===== src/rtl/half_match_frame_arbiter_pkg.sv =====
// half_match_frame_arbiter_pkg: shared FSM states, default parameters and counter saturation limit.
package half_match_frame_arbiter_pkg;
  typedef enum logic [1:0] {IDLE, BUSY, EMIT} state_t;
  localparam int DEF_DATA_WIDTH = 32;
  localparam int DEF_MATCH_VAL = 1;
  localparam int DEF_CNT_WIDTH = 8;
  function automatic longint unsigned cnt_max(input int w);
    return (64'd1 << w) - 64'd1;
  endfunction
endpackage


===== src/rtl/half_match_frame_arbiter_cmp.sv =====
// half_match_cmp: flags a word whose two halves both equal MATCH_VAL.
module half_match_cmp #(
  parameter int HALF_WIDTH = 16,
  parameter logic [HALF_WIDTH-1:0] MATCH_VAL = HALF_WIDTH'(1)
) (
  input  logic [2*HALF_WIDTH-1:0] data,
  output logic                    m
);
  logic [1:0] w_sum;
  // Only 2'b11 wraps to zero after the increment.
  assign w_sum = {data[2*HALF_WIDTH-1:HALF_WIDTH] == MATCH_VAL, data[HALF_WIDTH-1:0] == MATCH_VAL} + 2'd1;
  assign m = (w_sum == 2'd0);
endmodule


===== src/rtl/half_match_frame_arbiter.sv =====
// half_match_frame_arbiter: round-robin frame arbiter counting fully matching words per frame.
module half_match_frame_arbiter
  import half_match_frame_arbiter_pkg::*;
#(
  parameter int DATA_WIDTH = DEF_DATA_WIDTH,
  parameter logic [DATA_WIDTH/2-1:0] MATCH_VAL = (DATA_WIDTH/2)'(DEF_MATCH_VAL),
  parameter int CNT_WIDTH = DEF_CNT_WIDTH
) (
  input  logic                  clk,
  input  logic                  rst,
  input  logic [DATA_WIDTH-1:0] din0_data,
  input  logic                  din0_last,
  input  logic                  din0_vld,
  output logic                  din0_rd,
  input  logic [DATA_WIDTH-1:0] din1_data,
  input  logic                  din1_last,
  input  logic                  din1_vld,
  output logic                  din1_rd,
  output logic                  dout_src,
  output logic [CNT_WIDTH-1:0]  dout_cnt,
  output logic                  dout_all,
  output logic                  dout_vld,
  input  logic                  dout_rd
);
  localparam logic [CNT_WIDTH-1:0] CNT_MAX = CNT_WIDTH'(cnt_max(CNT_WIDTH));
  state_t r_state, w_next;
  logic r_prio, r_src, r_all;
  logic [CNT_WIDTH-1:0] r_cnt;
  logic [DATA_WIDTH-1:0] w_data;
  logic w_any, w_grant, w_vld, w_last, w_acc, w_m;
  assign w_any = din0_vld | din1_vld;
  // Priority holder wins if valid, otherwise the other (necessarily valid) source.
  assign w_grant = r_prio ? din1_vld : !din0_vld;
  assign w_data = r_src ? din1_data : din0_data;
  assign w_vld = r_src ? din1_vld : din0_vld;
  assign w_last = r_src ? din1_last : din0_last;
  assign w_acc = (r_state == BUSY) && w_vld;
  assign dout_src = r_src;
  assign dout_cnt = r_cnt;
  assign dout_all = r_all;
  half_match_cmp #(.HALF_WIDTH(DATA_WIDTH/2), .MATCH_VAL(MATCH_VAL)) u_cmp (
    .data(w_data),
    .m(w_m)
  );
  always_ff @(posedge clk or posedge rst) begin
    if (rst) r_state <= IDLE;
    else r_state <= w_next;
  end
  always_comb begin
    w_next = r_state;
    din0_rd = 1'b0;
    din1_rd = 1'b0;
    dout_vld = 1'b0;
    case (r_state)
      IDLE: w_next = w_any ? BUSY : IDLE;
      BUSY: begin
        din0_rd = !r_src;
        din1_rd = r_src;
        w_next = (w_acc && w_last) ? EMIT : BUSY;
      end
      EMIT: begin
        dout_vld = 1'b1;
        w_next = dout_rd ? IDLE : EMIT;
      end
      default: w_next = IDLE;
    endcase
  end
  always_ff @(posedge clk or posedge rst) begin
    if (rst) begin
      r_prio <= 1'b0;
      r_src <= 1'b0;
      r_cnt <= '0;
      r_all <= 1'b1;
    end else if (r_state == IDLE && w_any) begin
      r_src <= w_grant;
      r_cnt <= '0;
      r_all <= 1'b1;
    end else if (w_acc) begin
      r_cnt <= r_cnt + CNT_WIDTH'(w_m && (r_cnt != CNT_MAX));
      r_all <= r_all & w_m;
    end else if (r_state == EMIT && dout_rd) begin
      r_prio <= !r_src;
    end
  end
endmodule


===== config.mk =====
export PLATFORM = sky130hd
export DESIGN_NAME = half_match_frame_arbiter
export DESIGN_NICKNAME = d
export VERILOG_FILES = /design/src/rtl/half_match_frame_arbiter_pkg.sv /design/src/rtl/half_match_frame_arbiter_cmp.sv /design/src/rtl/half_match_frame_arbiter.sv
export SDC_FILE = /design/constraint.sdc
export NUM_CORES = 1
export LEC_CHECK = 0
export ABC_CLOCK_PERIOD_IN_PS = 3300
export BUFFER_PORTS_ARGS = -buffer_cell sky130_fd_sc_hd__buf_4
export CORE_AREA = 2 2 44 66
export CTS_CLUSTER_SIZE = 8
export DETAILED_ROUTE_END_ITERATION = 7
export DIE_AREA = 0 0 46 68
export PLACE_DENSITY = 0.78
export SYNTH_ARGS = -nofsm -noshare
export SYNTH_HDL_FRONTEND = slang
export SYNTH_SLANG_ARGS = --single-unit

===== constraint.sdc =====
create_clock -name clk -period 3.3 [get_ports clk]
set_clock_uncertainty 0.1 [all_clocks]
set_input_delay 0.33 -clock clk [delete_from_list [all_inputs] [get_ports clk]]
set_output_delay 0.33 -clock clk [all_outputs]
set_load 0.005 [all_outputs]

# ---- Word level (Yosys, flattened, before mapping)
# Cells that the tools add are included.
dict set report word_totals {
  elab_cells 42
  register_bits 13
  inputBits 71
  output_inout_bits 13
}
dict set report classes {
  n_mux 15
  reduce_logical 11
  addsub 2
  eq_ne 5
  bitwise_logic 4
}
# operator n
set op_table {}
lappend op_table {{== test 16 x 1 -> 1 bit (second input constant)} 2}
lappend op_table {{2-to-1 mux 32 bit} 1}
lappend op_table {{2-to-1 mux 8 bit} 2}
lappend op_table {{2-to-1 mux 1 bit} 9}
lappend op_table {{adder 8 x 1 -> 8 bit} 1}
lappend op_table {{!= test 8 bit (second input constant)} 1}
lappend op_table {{one-hot mux 2 bit (3 select lines)} 1}
lappend op_table {{logical AND 1 bit} 5}
lappend op_table {{logical NOT 2 bit} 2}
lappend op_table {{2-to-1 mux 2 bit} 2}
lappend op_table {{AND reduction 3 bit} 1}
lappend op_table {{adder 2 x 1 -> 2 bit (second input constant)} 1}
lappend op_table {{== test 2 x 1 -> 1 bit (second input constant)} 1}
lappend op_table {{== test 2 bit (second input constant)} 1}
lappend op_table {{logical NOT 1 bit} 2}
lappend op_table {{NOT 1 bit} 2}
lappend op_table {{nonzero test 2 bit} 1}
lappend op_table {{AND 1 bit} 1}
lappend op_table {{OR 1 bit} 1}

# ---- Depth between registers and ports, before layout
dict set report logic_depth {
  depth_word 8
  depth_mapped 10
  mapped_depth_nobuf 9
}

# ---- Modules after synthesis
# Synthesis repeated with hierarchy kept, for this count alone.
dict set report unflattened {
  hier_cells 121
  area_unflattened_um2 1211.2
}
# mod instances area_per_inst_um2 seq_area_each_um2 cells_each
set modules_own_cells {}
lappend modules_own_cells {half_match_frame_arbiter 1 1102.3 326.6 110}
lappend modules_own_cells {half_match_cmp 1 108.9 0.0 11}

# ---- Worst setup path before layout
# OpenSTA, ideal clock, no wires.
dict set report synth_path {
  path_type {register to register}
  from {reg r_src (netlist: dout_src)}
  to {reg r_cnt[4] (netlist: dout_cnt[4])}
  slack_ns 0.848
  period_less_slack_ns 2.452
  required_time_ns 3.071
  n_path_buf 1
  setup_ns 0.129
  path_stages_with_launch 11
  t_arrival_ns 2.223
  path_cell_list {dfrtp_1 -> buf_6 -> nor4b_1 -> nand4_1 -> or3_1 -> a21oi_1 -> ha_1 -> ha_1 -> nor3b_1 -> nand3_1 -> mux2i_1}
}
dict set report synth_between {
  elab_chain_cells 8
  word_cells_on_any_way 12
  cone_classes {add/sub: 2; eq/ne: 2; mux: 4; reduce/logical: 4}
}
# element line
set synth_lines {}
lappend synth_lines {{start: declaration} half_match_frame_arbiter.sv:27} ;# logic r_prio, r_src, r_all;
lappend synth_lines {{start signal: assignment} half_match_frame_arbiter.sv:75} ;# r_src <= w_grant;
lappend synth_lines {{2-to-1 mux 32 bit} half_match_frame_arbiter.sv:34} ;# assign w_data = r_src ? din1_data : din0_data;
lappend synth_lines {{== test 16 x 1 -> 1 bit} half_match_frame_arbiter_cmp.sv:11} ;# assign w_sum = {data[2*HALF_WIDTH-1:HALF_WIDTH] == MATCH_VAL, data[HALF_WIDTH-1:0] == MATCH_VAL} + 2'd1;
lappend synth_lines {{adder 2 x 1 -> 2 bit} half_match_frame_arbiter_cmp.sv:11}
lappend synth_lines {{logical NOT 2 bit} half_match_frame_arbiter_cmp.sv:12} ;# assign m = (w_sum == 2'd0);
lappend synth_lines {{logical AND 1 bit} half_match_frame_arbiter.sv:79} ;# r_cnt <= r_cnt + CNT_WIDTH'(w_m && (r_cnt != CNT_MAX));
lappend synth_lines {{adder 8 x 1 -> 8 bit} half_match_frame_arbiter.sv:79}
lappend synth_lines {{2-to-1 mux 8 bit} half_match_frame_arbiter.sv:78} ;# end else if (w_acc) begin
lappend synth_lines {{2-to-1 mux 8 bit} half_match_frame_arbiter.sv:74} ;# end else if (r_state == IDLE && w_any) begin
lappend synth_lines {{end signal: assignment} half_match_frame_arbiter.sv:79}
lappend synth_lines {{end: declaration} half_match_frame_arbiter.sv:28} ;# logic [CNT_WIDTH-1:0] r_cnt;
# Parallel ways exist; a longest one is shown, timed or not. The select of a mux whose other input is x is not followed.
# A chain may end at the register's enable or synchronous reset.

# ---- Final worst setup path
# Same ends and word-level chain as after synthesis.

==> flow_summary.toml <==
[status]
outcome = "finished clean"

[synthesis]
synth_top_area_cell = "dfrtp_1"
ys_top_cells_by_area = "dfrtp_1 (36%), nor4_1 (9.7%), nor2_1 (6.2%), nand2_1 (4.9%), nand4_1 (4.5%)"
ys_seq_elements = 13
synth_nets = 173
synth_area_per_cell_um2 = 8.42
yosys_warnings = 0
synth_fa_ha_area_share_pct = 2.97
ys_types = 29
yosys.area.top_type_share_pct = 35.7
ys_seq_area_share_pct = 38.8
synth_simple_gate_area_share_pct = 37.4
synth_top_family_by_area = "simple AND/OR/NAND/NOR gates"
synth_compound_area_share_pct = 9.96
synth_mux_area_share_pct = 4.01
netlist_instances = 100
synth-xor-area-share_pct = 4.16
syn_area_um2 = 842

[critical_path]
r2r-start = "dout_src"
cpPeakStageDelay_ns = 0.49
crit_path_frequent_cell = "ha_1"
crit_slowest_cell = "dfrtp_1"
required_ns = 3.31
cp_max_fo = 9
reg2reg_setup_slack_ns = 0.64
r2r_end = "dout_cnt[4]"
reg2reg_depth = 9
critPathLaunchType = "flip-flop"
cp-end-kind = "flip-flop"
arrival_ns = 2.67
crit_path_cell_trace = "nor4b_1 -> nand4_1 -> or3_1 -> a21oi_1 -> ha_1 -> ha_1 -> nor3b_1 -> nand3_1 -> mux2i_1"
crit_type = "reg2reg"
critPathTopFamily = "simple AND/OR/NAND/NOR gates"
cp.buffers_inverters = 0

[floorplan]
std_cell_rows = 23
start_util_pct = 32.5
die_h_um = 68
io_pins = 84
die_x_um = 46
core_area_um2 = 2590
die_area_um2 = 3130

[placed_design]
hpwl_um = 2660
numPortBuffers = 83
gp_congestion = 0.761

[global_route]
globalRouteOverflowTotal = 0
track_usage_pct = 20.0
grt_first_pass_wirelength_um = 4600
grt_max_degree = 14
grt_pass1_vias = 1167
grt_antenna_before_repair = 0

[clock_network]
cts.clk_slew.worst_paths_ns = 0.05
cts_tree = "built"
root_buffer = "clkbuf_8"
htreeDepth = 1
clockBufferDepth = 2
post_cts_resized = 0
cts.sinks = 13
hold_buffers = 0
cts_made_buffers = 3
clk_latency_ns = 0.24
post_cts_buffers = 0

[sta]
fmax_mhz = 376
rsz0062_at_grt = "false"
hold_violations = 0
holdWs_ns = 0.0215
worstMarginPinSlew_ns = 0.476
slew_headroom_pct = 67.6
setup_viol = 0
fin_crit_ns = 2.66
period_share_pct = 80.6
setup_tns_ns = 0
finalMaxSlewViolations = 0

[cells_and_area]
nFillCells = 230
antenna_cells = 0
syn_to_final_growth_pct = 81.3
finish.net_count = 259
fin_util_pct = 58.9
drive_gt1_share_pct = 48.1
final_common_cell = "buf_4"
most-common-layout-cells = "buf_4 (83), nor2_1 (14), nor4_1 (13)"

[route]
postRouteAntennaNets = 0
vias = 1107
drc = 0
drt_first_pass_iters = 4
drt_iter0_drc = 33
wl_per_cell_um = 14.3
drt-total-wl_um = 3000
vias_per_cell = 5.27

[power_and_ir_drop]
p_sw_w = 0.000215
power_frac_comb_pct = 42.1
power_leakage_nw = 0.745
internal_power_w = 0.000421
clkPwrFrac_pct = 21.5
swShare_pct = 33.8
irDropWorstVdd_mv = 0.192
powerDensity_nw_per_um2 = 417
pwr-share-seq_pct = 36.4

[min_path]
hold_path.class = "in2async"

[job]
maxCapViolCount = 0
==> metal layers <==
metal  share of wire [%]  track usage, %
met3                 8.1            3.43
met1                  31            18.5
met4                 1.8            8.21
met2                  59            40.1
met5                   0               0
==> power by group through the flow <==
stage	Clock, W	Combinational, W	Sequential (W)
after floorplan	0	0.000154	0.000216
final	0.000137	0.000268	0.000232
after global routing	0.000150	0.000298	0.000238
after CTS	0.000139	0.000270	0.000232
after global placement	0	0.000262	0.000231
after detailed placement	0	0.000270	0.000235
==> worst max path at each step <==
stage,slack [ns],start,depth (start not counted),to
6_report,0.64,dout_src,9,dout_cnt[4]
5_1_grt,0.37,dout_src,9,dout_cnt[4]
4_1_cts,0.63,dout_src,9,dout_cnt[4]
3_5_place_dp,0.56,din1_data[27],10,dout_cnt[4]
3_3_place_gp,0.66,din1_data[27],10,dout_cnt[4]
2_1_floorplan,0.85,dout_src,10,dout_cnt[4]
==> area by class of cell <==
cell class	count	area, µm²	share of cell area (%)
clock buffer	4	45.0	2.95
sequential	13	327	21.4
multi-input combinational	83	493	32.3
inverter	2	7.51	0.492
timing repair buffer	83	623	40.8
tap	25	31.3	2.05
==> registers in the layout, indices dropped and copies added (netlist names) <==
| register | cells |
|---|---|
| dout_src | 1 |
| r_state | 2 |
| r_prio | 1 |
| dout_cnt | 8 |
| dout_all | 1 |
==> Yosys cell counts <==
| library cell | instances |
|---|---|
| nor2_1 | 14 |
| nor4_1 | 13 |
| dfrtp_1 | 12 |
| nand2_1 | 11 |
| nand4_1 | 6 |
| o21ai_0 | 6 |
| a21oi_1 | 5 |
| xnor2_1 | 4 |
| nand3_1 | 3 |
| a31oi_1 | 2 |
| ha_1 | 2 |
| inv_1 | 2 |
| mux2i_1 | 2 |
| nand2b_1 | 2 |
| or3_1 | 2 |
| and2_1 | 1 |
| buf_6 | 1 |
| clkbuf_1 | 1 |
| dfstp_2 | 1 |
| mux2i_2 | 1 |
| nand4b_1 | 1 |
| nor2b_1 | 1 |
| nor3_1 | 1 |
| nor3b_1 | 1 |
| nor4_2 | 1 |
| nor4b_1 | 1 |
| o21a_1 | 1 |
| o32ai_1 | 1 |
| or4_1 | 1 |
==> cell families after synthesis <==
kind of cell,Yosys count
compound gates,15
xor+xnor,4
fa+ha+maj,2
buf+inv,4
flops,13
mux,3
simple gates,59
==> metrics by stage <==
stage	cell area, µm²	cells	power (W)	setup WS, ns
after floorplan	842	100	0.000370	0.848
after global routing	1530	210	0.000686	0.373
after CTS	1530	210	0.000642	0.630
after detailed placement	1480	206	0.000504	0.561
after global placement	1480	206	0.000493	0.664
final	1530	210	0.000636	0.640
Note: power is estimated with default switching activity, not from simulation.
